### src/rtl/apb_req_arbiter.sv
// Round-robin arbiter sharing one APB master front end between NREQ requesters.
// One transfer in flight; per-transfer watchdog aborts accesses that never complete.
module apb_req_arbiter #(
  parameter int NREQ    = 4,
  parameter int AW      = 9,
  parameter int DW      = 8,
  parameter int TIMEOUT = 16
) (
  input  logic                 clk,
  input  logic                 reset,
  input  logic [NREQ-1:0]      req,
  input  logic [NREQ-1:0]      req_wr,
  input  logic [NREQ*AW-1:0]   req_addr,
  input  logic [NREQ*DW-1:0]   req_wdata,
  output logic [NREQ-1:0]      ack,
  output logic [DW-1:0]        rdata,
  output logic                 err,
  output logic                 m_transfer,
  output logic                 m_wr_rd,
  output logic [AW-1:0]        m_wr_addr,
  output logic [AW-1:0]        m_rd_addr,
  output logic [DW-1:0]        m_wr_data,
  input  logic                 m_done,
  input  logic [DW-1:0]        m_rdata,
  input  logic                 m_slverr
);

  localparam int PW = (NREQ > 1) ? $clog2(NREQ) : 1;
  localparam int WW = $clog2(TIMEOUT);

  localparam logic [1:0] S_IDLE = 2'd0;
  localparam logic [1:0] S_BUSY = 2'd1;
  localparam logic [1:0] S_RESP = 2'd2;

  logic [1:0]        state_q, state_d;
  logic [PW-1:0]     ptr_q, ptr_d;
  logic [PW-1:0]     grant_q, grant_d;
  logic [WW-1:0]     wd_q, wd_d;
  logic [NREQ-1:0]   ack_q, ack_d;
  logic [DW-1:0]     rdata_q, rdata_d;
  logic              err_q, err_d;
  logic              m_transfer_q, m_transfer_d;
  logic              m_wr_rd_q, m_wr_rd_d;
  logic [AW-1:0]     m_wr_addr_q, m_wr_addr_d;
  logic [AW-1:0]     m_rd_addr_q, m_rd_addr_d;
  logic [DW-1:0]     m_wr_data_q, m_wr_data_d;

  logic [2*NREQ-1:0] dbl_s;
  logic [NREQ-1:0]   rot_s;
  logic [PW-1:0]     off_s;
  logic [PW-1:0]     pick_s;
  logic              found_s;
  logic              pick_wr_s;
  logic [AW-1:0]     pick_addr_s;
  logic [DW-1:0]     pick_wdata_s;

  function automatic logic [PW-1:0] wrap_add(input logic [PW-1:0] a, input logic [PW-1:0] b);
    logic [PW:0] s;
    s = {1'b0, a} + {1'b0, b};
    s = (s >= (PW+1)'(NREQ)) ? (s - (PW+1)'(NREQ)) : s;
    return s[PW-1:0];
  endfunction

  // Rotate requests so bit 0 is the pointer position; lowest set bit is the winner.
  always_comb begin
    dbl_s   = {req, req} >> ptr_q;
    rot_s   = dbl_s[NREQ-1:0];
    found_s = |req;
    off_s   = '0;
    for (int i = NREQ - 1; i >= 0; i--) begin
      off_s = rot_s[i] ? PW'(i) : off_s;
    end
    pick_s       = wrap_add(ptr_q, off_s);
    pick_wr_s    = req_wr[pick_s];
    pick_addr_s  = AW'(req_addr >> (pick_s * AW));
    pick_wdata_s = DW'(req_wdata >> (pick_s * DW));
  end

  always_comb begin
    state_d      = state_q;
    ptr_d        = ptr_q;
    grant_d      = grant_q;
    wd_d         = wd_q;
    ack_d        = '0;
    rdata_d      = rdata_q;
    err_d        = err_q;
    m_transfer_d = m_transfer_q;
    m_wr_rd_d    = m_wr_rd_q;
    m_wr_addr_d  = m_wr_addr_q;
    m_rd_addr_d  = m_rd_addr_q;
    m_wr_data_d  = m_wr_data_q;
    case (state_q)
      S_IDLE: begin
        if (found_s) begin
          grant_d      = pick_s;
          m_transfer_d = 1'b1;
          m_wr_rd_d    = pick_wr_s;
          m_wr_addr_d  = pick_wr_s ? pick_addr_s : '0;
          m_rd_addr_d  = pick_wr_s ? '0 : pick_addr_s;
          m_wr_data_d  = pick_wr_s ? pick_wdata_s : '0;
          wd_d         = '0;
          state_d      = S_BUSY;
        end else begin
          m_transfer_d = 1'b0;
        end
      end
      // A completion on the final watchdog cycle still counts as a normal finish.
      S_BUSY: begin
        if (m_done) begin
          rdata_d      = m_wr_rd_q ? '0 : m_rdata;
          err_d        = m_slverr;
          m_transfer_d = 1'b0;
          ack_d        = NREQ'(1) << grant_q;
          state_d      = S_RESP;
        end else if (wd_q == WW'(TIMEOUT - 1)) begin
          rdata_d      = '0;
          err_d        = 1'b1;
          m_transfer_d = 1'b0;
          ack_d        = NREQ'(1) << grant_q;
          state_d      = S_RESP;
        end else begin
          wd_d = wd_q + WW'(1);
        end
      end
      S_RESP: begin
        ptr_d   = wrap_add(grant_q, PW'(1));
        wd_d    = '0;
        state_d = S_IDLE;
      end
      default: begin
        state_d = S_IDLE;
      end
    endcase
  end

  always_ff @(posedge clk) begin
    if (reset) begin
      state_q      <= S_IDLE;
      ptr_q        <= '0;
      grant_q      <= '0;
      wd_q         <= '0;
      ack_q        <= '0;
      rdata_q      <= '0;
      err_q        <= 1'b0;
      m_transfer_q <= 1'b0;
      m_wr_rd_q    <= 1'b0;
      m_wr_addr_q  <= '0;
      m_rd_addr_q  <= '0;
      m_wr_data_q  <= '0;
    end else begin
      state_q      <= state_d;
      ptr_q        <= ptr_d;
      grant_q      <= grant_d;
      wd_q         <= wd_d;
      ack_q        <= ack_d;
      rdata_q      <= rdata_d;
      err_q        <= err_d;
      m_transfer_q <= m_transfer_d;
      m_wr_rd_q    <= m_wr_rd_d;
      m_wr_addr_q  <= m_wr_addr_d;
      m_rd_addr_q  <= m_rd_addr_d;
      m_wr_data_q  <= m_wr_data_d;
    end
  end

  assign ack        = ack_q;
  assign rdata      = rdata_q;
  assign err        = err_q;
  assign m_transfer = m_transfer_q;
  assign m_wr_rd    = m_wr_rd_q;
  assign m_wr_addr  = m_wr_addr_q;
  assign m_rd_addr  = m_rd_addr_q;
  assign m_wr_data  = m_wr_data_q;

endmodule
### config.mk
export PLATFORM = sky130hd
export DESIGN_NAME = apb_req_arbiter
export DESIGN_NICKNAME = d
export VERILOG_FILES = /design/src/rtl/apb_req_arbiter.sv
export SDC_FILE = /design/constraint.sdc
export NUM_CORES = 1
export LEC_CHECK = 0
export BUFFER_PORTS_ARGS = -buffer_cell sky130_fd_sc_hd__buf_2
export CAP_MARGIN = 20
export CELL_PAD_IN_SITES_DETAIL_PLACEMENT = 2
export CELL_PAD_IN_SITES_GLOBAL_PLACEMENT = 2
export CORE_MARGIN = 4
export CORE_UTILIZATION = 29
export CTS_CLUSTER_SIZE = 20
export DETAILED_ROUTE_END_ITERATION = 10
export GPL_ROUTABILITY_DRIVEN = 0
export PLACE_DENSITY_LB_ADDON = 0.1
export SKIP_LAST_GASP = 1
export SLEW_MARGIN = 20
export SYNTH_ARGS = -nofsm -noshare
export SYNTH_HDL_FRONTEND = slang
export SYNTH_SLANG_ARGS = --single-unit
### constraint.sdc
create_clock -name clk -period 6.2 [get_ports clk]
set_input_delay 0.62 -clock clk [delete_from_list [all_inputs] [get_ports clk]]
set_output_delay 0.62 -clock clk [all_outputs]
set_load 0.03 [all_outputs]
# Word level (Yosys, flattened, before mapping)
# Index checks and enable logic that the tools add are counted.
[classes]
div_mod_pow = 0
n_mux = 30
order_cmp = 3
n_addsub = 5
n_bitwise = 1
n_reduce_logical = 11
eq_ne = 7
shifts = 4
multipliers = 1
[op_table]
columns = ["operator", "n"]
rows = [
  ["$shr 36x6->9", 1],
  ["$mux 8", 4],
  ["$shr 32x5->8", 1],
  ["$mux 4", 5],
  ["$mux 2", 9],
  ["$mux 9", 2],
  ["$pmux 4 s3", 1],
  ["$reduce_and 2->1", 4],
  ["$shr 8x2->4", 1],
  ["$ge 3x3->1 const B", 2],
  ["$mul 2x4->6 const B", 1],
  ["$mux 1", 6],
  ["$ne 2x2->1 const B", 3],
  ["$add 4x1->4 const B", 1],
  ["$eq 4x4->1 const B", 1],
  ["$pmux 2 s2", 1],
  ["$reduce_and 4->1", 1],
  ["$reduce_bool 2->1", 2],
  ["$reduce_or 4->1", 1],
  ["$shl 1x2->4 const A", 1],
  ["$sub 2x1->2 const B", 2],
  ["$add 2x1->3 const B", 1],
  ["$add 2x2->3", 1],
  ["$lt 2x3->1 const B", 1],
  ["9 further kinds", 9],
]
[totals]
rom_bits = 0
latchBits = 0
inputBits = 88
out_inout_bits = 41
n_memories = 0
ramBits = 0
regBits = 51

# Longest topological paths before layout
[logic_depth]
ltp_word = 11
ltp_mapped = 13
ltp_nobuf = 10

# Worst setup path before layout
# No wires, ideal clock.
[synth_path]
path_type = "input port to flip-flop"
from = "in req[2]"
to = "reg m_wr_data_q[0], in the netlist m_wr_data[0]"
path_buffers = 3
arrival_ps = 2830
cell_stages = 9
t_required_ps = 6088
slack_ps = 3257
path_cell_list = "buf_2 or4_1 nand3_1 ha_1 buf_2 mux2_1 clkbuf_1 a21oi_1 a2111oi_1"
[synth_via]
elab_chain_cells = 11
elab_cells_between_ends = 15
[synth_rtl]
columns = ["element", "line_no", "text"]
rows = [
  ["from (decl)", "11", "input logic [NREQ-1:0] req,"],
  ["$shr 8x2->4 (*)", "66", "dbl_s = {req, req} >> ptr_q;"],
  ["$mux 2 (3 in series)", "71", "off_s = rot_s[i] ? PW'(i) : off_s;"],
  ["$mux 2 (*)", "71", ""],
  ["$add 2x2->3 (*)", "59", "s = {1'b0, a} + {1'b0, b};"],
  ["$ge 3x3->1 / $sub 2x1->2 (equally long branches)", "60", "s = (s >= (PW+1)'(NREQ)) ? (s - (PW+1)'(NREQ)) : s;"],
  ["$mux 2 (*)", "60", ""],
  ["net pick_s[0]", "51", "logic [PW-1:0] pick_s;"],
  ["branches (longest 2 deep; another with $shr 32x5->8)", "--", ""],
  ["$mux 8 (*)", "100", "m_wr_data_d = pick_wr_s ? pick_wdata_s : '0;"],
  ["to (signal assigned)", "162", "m_wr_data_q <= m_wr_data_d;"],
  ["to (decl)", "46", "logic [DW-1:0] m_wr_data_q, m_wr_data_d;"],
]
# Mark *: on every way through the listed nets, which the timed path passes. The select of a mux whose other input is x is not followed.
# A chain may end at the register's enable or synchronous reset.

# Worst setup path in the final report
[layout_path]
from = "reg ptr_q[0]"
to = "reg m_wr_data_q[0], in the netlist m_wr_data[0]"
[layout_via]
elab_chain_cells = 11
elab_cells_between_ends = 13
[layout_rtl]
columns = ["element", "line_no", "text"]
rows = [
  ["from (decl)", "36", "logic [PW-1:0] ptr_q, ptr_d;"],
  ["from (signal assigned)", "152", "ptr_q <= ptr_d;"],
  ["$shr 8x2->4", "66", ""],
  ["$mux 2 (4 in series)", "71", ""],
  ["$add 2x2->3 (*)", "59", ""],
  ["$ge 3x3->1 / $sub 2x1->2 (equally long branches)", "60", ""],
  ["$mux 2 (*)", "60", ""],
  ["net pick_s[0]", "51", ""],
  ["branches (longest 2 deep; another with $shr 32x5->8)", "--", ""],
  ["$mux 8 (*)", "100", ""],
]
# Marks and branches as above.

==> impl_metrics.env <==
export IMPL_switching_power_w=0.0003778
export IMPL_powerDensity_nw_per_um2=251.7
export IMPL_start_util=0.3024
export IMPL_r2r_end="m_wr_data[0]"
export IMPL_synthCells=352
export IMPL_r2r_start="ptr_q[0]"
export IMPL_swShare=0.3954
export IMPL_drt_iter0_markers=132
export IMPL_hold_path_depth=1
export IMPL_maxSlewHeadroom=0.3951
export IMPL_worstMarginPinSlew_ns=0.8822
export IMPL_worst_hold_startpoint="rdata[3]"
export IMPL_power_internal_w=0.0005776
export IMPL_rows=36
export IMPL_die_y_um=109.9
export IMPL_cts_buffers=5
export IMPL_status="completed"
export IMPL_clock_latency_ns=0.30
export IMPL_r2r_cells=10
export IMPL_place_hpwl_mm=7.678
export IMPL_dpl_instance_area_sq_um=3707
export IMPL_coreArea_sq_um=9955
export IMPL_grt_pass1_vias=3375
export IMPL_die_w_um=109.9
export IMPL_sequentialPowerShare=0.403
export IMPL_wl_per_cell_um=17.62
export IMPL_vias=3118
export IMPL_max_freq_mhz=273.5
export IMPL_final_common_cell="buf_2"
export IMPL_min_period_ns=3.657
export IMPL_criticalPathCategory="flop to flop"
export IMPL_drt_drc_violations_left=0
export IMPL_drive_above_1_share=0.3685
export IMPL_fillers=1195
export IMPL_pwr_share_comb=0.391
export IMPL_async_flop_share=0
export IMPL_clock_skew_final_ns=0.005384
export IMPL_ys_types=44
export IMPL_synth_edf_count=0
export IMPL_syn_to_final_growth_pct=26.10
export IMPL_cts_buffer_depth=2
export IMPL_ff2ff_setup_slack_ns=2.54
export IMPL_die_area_sq_um=12070
export IMPL_path_max_fanout=24
export IMPL_rsz0062_at_grt="false"
export IMPL_syn_nets=446
export IMPL_ys_seq_area_frac=0.3392
export IMPL_yosys_warnings=0
export IMPL_fin_area_sq_um=3796
export IMPL_peakVddDrop_mv=0.1150
export IMPL_dr_pass1_iters=4
export IMPL_holdPathEnd="rdata[3]"
export IMPL_grt_pass1_wl_mm=16.93
export IMPL_setup_tns_ns=0
export IMPL_nets=557
export IMPL_cp_end_kind="flop"
export IMPL_ant_nets=0
export IMPL_crit_arrival_ns=3.83
export IMPL_io_pins=129
export IMPL_diodes=0
export IMPL_final_cell_mix="buf_2, nor2_1, dfxtp_1"
export IMPL_cts_resized=0
export IMPL_power_w=0.0009553
export IMPL_setup_viol=0
export IMPL_maxSlewViolCount=0
export IMPL_timing_final_ws_setup_ns=2.543
export IMPL_synth_flop_cell="dfxtp_1"
export IMPL_cts_tree="yes"
export IMPL_cp_required_ns=6.37
export IMPL_avgSynthCellArea_sq_um=8.552
export IMPL_cellLeakagePower_nw=1.674
export IMPL_min_path_type="flop to flop"
export IMPL_wirelength_mm=10.52
export IMPL_hold_violations=0
export IMPL_path_clk_slew_ns=0.10
export IMPL_pwr_share_clk=0.206
export IMPL_track_usage=0.1764
export IMPL_postCtsSetupBuffers=0
export IMPL_cts_root_buf="clkbuf_8"
export IMPL_grt_antenna_before_repair=0
export IMPL_maxCapViolations=0
export IMPL_io_buffers=128
export IMPL_worstSetupStartpointType="flop"
export IMPL_cts_max_level=2
export IMPL_grt_overflow=0
export IMPL_dp_slack_ns=2.330
export IMPL_period_share=0.5898
export IMPL_numClockSinks=51
export IMPL_synth_area_sq_um=3010
export IMPL_grt_max_degree=47
export IMPL_ys_ff_latch=51
export IMPL_viasPerCell=5.223
export IMPL_ctsHoldBuffers=0
-- cell usage after synthesis (3+ instances only) --
library cell,instances,area [sq um]
a21oi_1,21,105.1
nor3_1,15,75.07
xor2_1,3,26.28
buf_6,3,33.78
a2111oi_2,4,60.06
inv_1,3,11.26
nand2_1,12,45.04
dfxtp_1,51,1021
a22o_1,8,70.07
ha_1,6,75.07
nand3_1,4,20.02
clkbuf_1,11,41.29
mux2i_1,20,200.2
mux2_2,18,202.7
and2_1,4,25.02
a2111oi_1,15,150.1
o21ai_0,12,60.06
nor2_1,77,289.0
buf_2,12,60.06
a2111oi_0,23,201.4
-- per-stage QoR --
step                instances  hold slack [ns]    util
CTS                       597           0.4877  0.3813
finish                    597           0.4875  0.3813
global route              597           0.5061  0.3813
detailed placement        589           0.4547  0.3724
floorplan                 352           0.4492       -
global placement          589           0.4501  0.3724
-- worst max-delay path: stages, from the launching register on --
cell,delay (ns)
dfxtp_1,0.55
nor2_1,0.14
nand2_1,0.08
o21ai_0,0.07
o21ai_0,0.16
nand3_1,0.12
ha_2,0.61
buf_4,0.41
mux2_1,0.68
a21oi_1,0.18
a2111oi_1,0.50
-- per-layer routing --
metal | global-route usage | share of wire | vias up
met1 | 0.2210 | 0.44 | 1498
li1 | - | - | 1522
met4 | 0.03028 | 0.010 | 0
met5 | 0 | 0 | -
met2 | 0.3120 | 0.48 | 90
met3 | 0.03876 | 0.061 | 8
-- flip-flops by register name, summed over array words and instances (netlist names) --
signal      flops
m_wr_rd         1
m_wr_addr       9
m_rd_addr       9
err             1
state_q         2
rdata           8
wd_q            4
m_wr_data       8
ptr_q           2
ack             4
m_transfer      1
grant_q         2
-- cells by family after synthesis --
| kind of cell | Yosys count | share of synthesized area |
|---|---|---|
| compound gates | 93 | 0.2436 |
| xor+xnor | 4 | 0.01164 |
| fa+ha+maj | 6 | 0.02494 |
| buf+inv | 32 | 0.05528 |
| flops | 51 | 0.3392 |
| mux | 39 | 0.1376 |
| simple gates | 127 | 0.1879 |
-- power groups by stage --
stage,sequential [W],combinational [W],clock (W)
4_1_cts,0.000386,0.000380,0.000207
3_5_place_dp,0.000393,0.000378,0
6_report,0.000385,0.000373,0.000197
5_1_grt,0.000391,0.000415,0.000219
2_1_floorplan,0.000451,0.000200,0
3_3_place_gp,0.000393,0.000368,0
-- how the worst max path moves through the flow --
stage,startpoint,end,slack (ns),cells past startpoint
finish,ptr_q[0],m_wr_data[0],2.54,10
global route,ptr_q[0],m_rd_addr[2],2.12,11
CTS,ptr_q[0],m_wr_data[0],2.44,10
detailed placement,req[0],m_rd_addr[3],2.33,11
global placement,req[0],m_rd_addr[3],2.46,11
floorplan,req[2],m_wr_data[0],3.26,9
-- layout make-up --
type	count	area, sq um	area share
Multi-Input combinational cell	269	1831	0.4822
Sequential cell	51	1021	0.2690
Clock inverter	3	20.02	0.005274
Tap cell	133	166.4	0.04384
Inverter	3	11.26	0.002966
Clock buffer	5	68.82	0.01813
Timing Repair Buffer	133	678.2	0.1786
Power figures use the tool's default switching activity.
